--- src/rtl/player_ctrl_1.sv ---
// Level-1 player movement controller: buttons -> sprite x/y and animation state, updated per vsync frame.
// Optional jump physics enabled by defining PLAYER_JUMP_EN.

package state_pkg;
  typedef enum logic [1:0] {
    IDLE1  = 2'd0,
    RIGHT1 = 2'd1,
    LEFT1  = 2'd2
  } State1;
endpackage

module player_ctrl_1
  import state_pkg::*;
#(
  parameter int X_INIT    = 100,
  parameter int XMIN      = 0,
  parameter int XMAX      = 984,
  parameter int STEP      = 4,
  parameter int IDLE_HOLD = 4,
  parameter int JUMP_V0   = 12,
  parameter int GRAVITY   = 1
) (
  input  logic        clk,
  input  logic        rst,
  input  logic        vsync,
  input  logic        btn_left,
  input  logic        btn_right,
  input  logic        btn_jump,
  output logic [11:0] xpos_player1,
  output logic [11:0] ypos_player1,
  output State1       state,
  output logic        moving
);

  localparam int CW = (IDLE_HOLD > 1) ? $clog2(IDLE_HOLD) : 1;

  logic          left_s1, left_s2, right_s1, right_s2;
  logic          vsync_prev;
  logic          tick;
  logic          go_r, go_l;
  logic [CW-1:0] idle_cnt, idle_n;
  logic [11:0]   xpos_n;
  State1         state_n;
  logic          moving_n;

  assign tick = vsync & ~vsync_prev;
  assign go_r = right_s2 & ~left_s2;
  assign go_l = left_s2 & ~right_s2;

  always_ff @(posedge clk) begin
    if (rst) begin
      left_s1      <= 1'b0;
      left_s2      <= 1'b0;
      right_s1     <= 1'b0;
      right_s2     <= 1'b0;
      vsync_prev   <= 1'b1;
      xpos_player1 <= 12'(X_INIT);
      state        <= IDLE1;
      moving       <= 1'b0;
      idle_cnt     <= '0;
    end else begin
      left_s1      <= btn_left;
      left_s2      <= left_s1;
      right_s1     <= btn_right;
      right_s2     <= right_s1;
      vsync_prev   <= vsync;
      xpos_player1 <= xpos_n;
      state        <= state_n;
      moving       <= moving_n;
      idle_cnt     <= idle_n;
    end
  end

  // Walking pose lingers for IDLE_HOLD empty frames before dropping back to idle.
  always_comb begin
    state_n  = state;
    idle_n   = idle_cnt;
    xpos_n   = xpos_player1;
    moving_n = moving;
    if (tick) begin
      if (go_r)
        xpos_n = (xpos_player1 > 12'(XMAX - STEP)) ? 12'(XMAX) : xpos_player1 + 12'(STEP);
      else if (go_l)
        xpos_n = (xpos_player1 < 12'(XMIN + STEP)) ? 12'(XMIN) : xpos_player1 - 12'(STEP);
      moving_n = (xpos_n != xpos_player1);
      case (state)
        IDLE1: begin
          idle_n = '0;
          if (go_r)      state_n = RIGHT1;
          else if (go_l) state_n = LEFT1;
        end
        default: begin
          if (go_r) begin
            state_n = RIGHT1;
            idle_n  = '0;
          end else if (go_l) begin
            state_n = LEFT1;
            idle_n  = '0;
          end else if (idle_cnt == CW'(IDLE_HOLD - 1)) begin
            state_n = IDLE1;
            idle_n  = '0;
          end else begin
            idle_n = idle_cnt + 1'b1;
          end
        end
      endcase
    end
  end

`ifdef PLAYER_JUMP_EN
  logic              jump_s1, jump_s2, jump_prev, jump_pend, pend_n;
  logic              jump_rise, grounded, launch;
  logic signed [7:0] vel, vel_n, vel_eff;
  logic signed [12:0] ysum;
  logic [11:0]       ypos, ypos_n;

  always_ff @(posedge clk) begin
    if (rst) begin
      jump_s1   <= 1'b0;
      jump_s2   <= 1'b0;
      jump_prev <= 1'b0;
      jump_pend <= 1'b0;
      vel       <= '0;
      ypos      <= '0;
    end else begin
      jump_s1   <= btn_jump;
      jump_s2   <= jump_s1;
      jump_prev <= jump_s2;
      jump_pend <= pend_n;
      vel       <= vel_n;
      ypos      <= ypos_n;
    end
  end

  // A launch applies its first velocity step in the same frame, so ypos reads JUMP_V0 right away.
  always_comb begin
    jump_rise = jump_s2 & ~jump_prev;
    grounded  = (ypos == '0) && (vel == '0);
    launch    = tick & (jump_pend | jump_rise) & grounded;
    vel_eff   = launch ? 8'(JUMP_V0) : vel;
    ysum      = $signed({1'b0, ypos}) + $signed({{5{vel_eff[7]}}, vel_eff});
    pend_n    = tick ? 1'b0 : (jump_pend | jump_rise);
    ypos_n    = ypos;
    vel_n     = vel;
    if (tick && (launch || !grounded)) begin
      if (ysum <= 13'sd0) begin
        ypos_n = '0;
        vel_n  = '0;
      end else begin
        ypos_n = ysum[11:0];
        vel_n  = vel_eff - 8'(GRAVITY);
      end
    end
  end

  assign ypos_player1 = ypos;
`else
  logic unused_jump;
  assign unused_jump  = btn_jump;
  assign ypos_player1 = '0;
`endif

endmodule
--- config.mk ---
export PLATFORM = sky130hd
export DESIGN_NAME = player_ctrl_1
export DESIGN_NICKNAME = d
export VERILOG_FILES = /design/src/rtl/player_ctrl_1.sv
export SDC_FILE = /design/constraint.sdc
export NUM_CORES = 1
export LEC_CHECK = 0
export ABC_CLOCK_PERIOD_IN_PS = 7300
export BUFFER_PORTS_ARGS = -buffer_cell sky130_fd_sc_hd__clkbuf_2
export CAP_MARGIN = 20
export CELL_PAD_IN_SITES_DETAIL_PLACEMENT = 0
export CELL_PAD_IN_SITES_GLOBAL_PLACEMENT = 1
export CORE_ASPECT_RATIO = 0.75
export CORE_MARGIN = 2
export CORE_UTILIZATION = 44
export CTS_CLUSTER_SIZE = 28
export DETAILED_ROUTE_END_ITERATION = 7
export HOLD_SLACK_MARGIN = 0.02
export PLACE_DENSITY = 0.9
export SLEW_MARGIN = 20
export SYNTH_ARGS = -nofsm -noshare
export SYNTH_HDL_FRONTEND = slang
export SYNTH_SLANG_ARGS = --single-unit
export TNS_END_PERCENT = 30
--- constraint.sdc ---
create_clock -name clk -period 7.3 [get_ports clk]
set_clock_uncertainty 0.2 [all_clocks]
set_input_delay 0.73 -clock clk [delete_from_list [all_inputs] [get_ports clk]]
set_output_delay 0.73 -clock clk [all_outputs]
set_load 0.05 [all_outputs]
### After elaboration in Yosys (flattened, before gate mapping)

Index checks and enable logic that the tools add are counted.

* bits in registers: 22
* bits of input ports: 6
* output and inout port bits: 27
* logic and storage cells: 41

* add/sub/neg operators: 3
* $lt $le $gt $ge: 2
* eq/ne operators: 3
* muxes and demuxes: 15
* bitwise gates (word level): 6
* reductions and logical operators: 3

Operator list (count)
* 12-bit two-way mux: 5
* 2-bit two-way mux: 10
* 12-bit by 3-bit adder with 12-bit output, second input constant: 1
* 12-bit by 10-bit > comparator with 1-bit output, second input constant: 1
* 12-bit by 3-bit < comparator with 1-bit output, second input constant: 1
* 12-bit inequality test: 1
* 12-bit by 3-bit subtractor with 12-bit output, second input constant: 1
* 1-bit bitwise AND: 3
* 3-bit inequality test, second input constant: 1
* 1-bit inverter: 3
* 3-bit AND reduction: 1
* 3-bit nonzero test: 1
* 2-bit by 1-bit adder with 2-bit output, second input constant: 1
* 2-bit equality test, second input constant: 1
* 2-bit zero test: 1

### Depth between registers and ports, before layout

* depth after elaboration: 6
* mapped depth: 10

### Least setup slack after synthesis

No wires, ideal clock.

* path kind: register to register
* start: register xpos_player1[2]
* end: register moving
* arrival time: 2.457 ns
* data required time: 6.966 ns
* slack: 4.509 ns
* cell stages (with the launch flop): 11
* path buffers: 2
* period minus slack after synthesis: 2.791 ns
* cell sequence: dfxtp_1 buf_2 inv_1 ha_1 nand2b_2 a221oi_4 or2_1 buf_6 a21oi_1 a2111oi_1 a31oi_1

* longest elaborated chain between the ends: 6

Ends and longest elaborated chain
* from (decl): RTL line 29 `output logic [11:0] xpos_player1,`
* from (signal assigned): RTL line 57 `xpos_player1 <= 12'(X_INIT);`
* from (signal assigned): RTL line 67 `xpos_player1 <= xpos_n;`
* 12-bit by 3-bit subtractor with 12-bit output / 12-bit by 3-bit < comparator with 1-bit output (equally long branches): RTL line 84 `xpos_n = (xpos_player1 < 12'(XMIN + STEP)) ? 12'(XMIN) : xpos_player1 - 12'(STEP);`
* 12-bit two-way mux: RTL line 84
* 12-bit two-way mux: RTL line 83 `else if (go_l)`
* 12-bit two-way mux: RTL line 81 `if (go_r)`
* 12-bit two-way mux: RTL line 80 `if (tick) begin`
* 12-bit inequality test *: RTL line 85 `moving_n = (xpos_n != xpos_player1);`
* to (signal assigned): RTL line 69 `moving <= moving_n;`
* to (decl): RTL line 32 `output logic moving`

Every way passes the cells marked *; elsewhere a longest branch is shown, timed or not. The select of a mux whose other input is x is not followed.
A chain may end at the register's enable or synchronous reset.

### Final worst setup path

Same ends and word-level chain as after synthesis.

==> flow_metrics.tcl <==
set metrics [dict create \
    leakagePower_nw 0.683 \
    ys_types 65 \
    setup_violations 0 \
    die_y_um 58.5 \
    maxCapViolations 0 \
    crit_type "register to register" \
    dp.cells 270 \
    h-tree-depth 1 \
    dr.pass1.iters 7 \
    yosys_warnings 0 \
    drc 0 \
    crit_chain "inv_1, ha_1, nand2b_2, a221oi_4, or2_1, a21oi_1, a2111oi_1, a31oi_1" \
    grt_pass1_wl_mm 6.31 \
    drt-total-wl_mm 3.96 \
    grt_pass1_vias 1295 \
    drive_above_1_share_pct 19.4 \
    wl_per_cell_um 14.5 \
    clk_pin_slew_worst_paths_ns 0.09 \
    clock-sinks 22 \
    clk_path_buf_depth 2 \
    cts_tree "done" \
    post_cts_buffers 0 \
    synthArstFlopShare_pct 0 \
    ant_nets 0 \
    utilization_pct 48.5 \
    synth_edf_count 0 \
    max_clock_freq_mhz 341 \
    synthFlopType "dfxtp_1" \
    cp_top_family "compound AO/OA/AOI/OAI gates" \
    powerDensity_nw_per_um2 160 \
    cts-resized-gates 0 \
    synth_common_cells "dfxtp_1, a21oi_1, nand2_1" \
    dp_hpwl_mm 2.67 \
    core_um2 3730 \
    hold_viol_final 0 \
    rsz0062_at_grt "false" \
    overflow 0 \
    arrival_ns 2.88 \
    cp-start-kind "register" \
    fin_crit_sh_pct 40.2 \
    portBuffers 19 \
    worst_path_max_delay_cell "dfxtp_1" \
    vias 1625 \
    row_count 19 \
    fp.dieArea_um2 4480 \
    numCtsBuffers 3 \
    setup-tns-final_ns 0 \
    avgSynthCellArea_um2 8.17 \
    fin_area_um2 1810 \
    placed_area_um2 1740 \
    drv_slew 0 \
    peakVddDrop_v 0.0000827 \
    ys_seq_elements 22 \
    status "completed" \
    yosysMostFrequentCell "dfxtp_1" \
    hp-class "register to register" \
    syn_area_um2 1740 \
    worstMarginPinSlew_ns 0.567 \
    nNetsFinal 235 \
    cp_slowest_stage_delay_ns 0.59 \
    antenna_found_initial 0 \
    crit_buf_inv 1 \
    die_w_um 76.6 \
    critPathMaxFanout 12 \
    grt_use_total_pct 17.6 \
    gp_congestion 0.835 \
    syn_inst 213 \
    diodes 0 \
    io_pins 33 \
    area_delta_synth_final_pct 4.10 \
    critPathRequiredTime_ns 7.25 \
    start_util_pct 46.6 \
    final_cells 274 \
    yosys.area.top_type "dfxtp_1" \
    netlist.area_leader.share_pct 25.3 \
    slew_headroom_pct 62.2 \
    via_per_inst 5.93 \
    ctsHoldBuffers 0 \
    end_kind "register" \
    yosysSeqAreaShare_pct 25.3 \
    clockRootBuffer "clkbuf_8" \
    finalCriticalPeriod_ns 2.93 \
    dr.first_iter.drc_count 186 \
    grt_max_degree 31 \
    ys_top_cells_by_area "dfxtp_1, buf_4, a21oi_1, ha_1, nand2_1" \
    clkLatencyLatePin_ns 0.27 \
]
[power breakdown]
| part | switching (mW) | internal [mW] |
|---|---|---|
| clock network | 0.0430 | 0.0733 |
| registers | 0.00452 | 0.123 |
| logic | 0.0346 | 0.0116 |
[metrics by stage]
step           setup WS (ns)  power [mW]  hold slack (ns)
6_report                4.37       0.290            0.245
5_1_grt                 4.22       0.304            0.265
4_1_cts                 4.45       0.293            0.253
3_5_place_dp            4.45       0.176            0.232
3_3_place_gp            4.48       0.176            0.218
2_1_floorplan           4.51       0.177            0.214
[worst register-to-register path, stage by stage, from the launching register on]
cell and delay (ns):
dfxtp_1 0.59, inv_1 0.12, ha_1 0.28, nand2b_2 0.23, a221oi_4 0.34, or2_1 0.39, a21oi_1 0.08, a2111oi_1 0.44
a31oi_1 0.14
[final cells by class]
cell class,count,area (um2)
Timing Repair Buffer,21,110
Clock buffer,3,41.3
Multi-Input combinational cell,163,1080
Inverter,12,45.0
Fill cell,374,1920
Clock inverter,1,30.0
Tap cell,52,65.1
Sequential cell,22,440
[flip-flops by register name, indices dropped and copies added, names as in the netlist]
| register | flops |
|---|---|
| idle_cnt | 2 |
| xpos_player1 | 12 |
| right_s1 | 1 |
| left_s1 | 1 |
| state | 2 |
| right_s2 | 1 |
| moving | 1 |
| left_s2 | 1 |
| vsync_prev | 1 |
[worst paths after layout]
path | startpoint | endpoint | slack, ns | cells past startpoint
worst min register to register | left_s1$_SDFF_PP0_ | left_s2$_SDFF_PP0_ | 0.25 | 1
worst max register to register | xpos_player1[2]$_SDFFE_PP1P_ | moving$_SDFFE_PP0P_ | 4.37 | 8
worst min-delay path | left_s1$_SDFF_PP0_ | left_s2$_SDFF_PP0_ | 0.25 | 1
worst max-delay path | xpos_player1[2]$_SDFFE_PP1P_ | moving$_SDFFE_PP0P_ | 4.37 | 8
[cells by family (layout without fill, tap and decap cells)]
logic type	Yosys count	after routing	synth area share [%]
DFF	22	22	25.3
adders and majority gates	6	6	4.31
other	1	12	0.215
xor gates and xnor gates	1	1	0.503
buffers and inverters	39	37	15.0
AOI/OAI and AO/OA	66	66	26.8
muxes	2	2	1.22
and+or+nand+nor	76	76	26.6
[cells in the final DEF, fill, tap and decap left out, types with 6 or more instances in the layout]
master / netlist / routed
a21oi_1: 17 / 17
clkbuf_2: 0 / 19
conb_1: 1 / 12
dfxtp_1: 22 / 22
ha_1: 6 / 6
inv_1: 12 / 12
nand2_1: 17 / 17
nor2_1: 16 / 16
nor2b_1: 8 / 8
nor3_1: 6 / 6
o21ai_0: 9 / 9
[routing by layer]
metal / global-route usage [%] / up-vias / wire [um]
li1: - / 765 / -
met1: 26.4 / 771 / 1950
met2: 25.8 / 85 / 1670
met3: 4.14 / 4 / 320
met4: 3.38 / 0 / 20
met5: 0 / - / 0
Power figures use the tool's default switching activity.
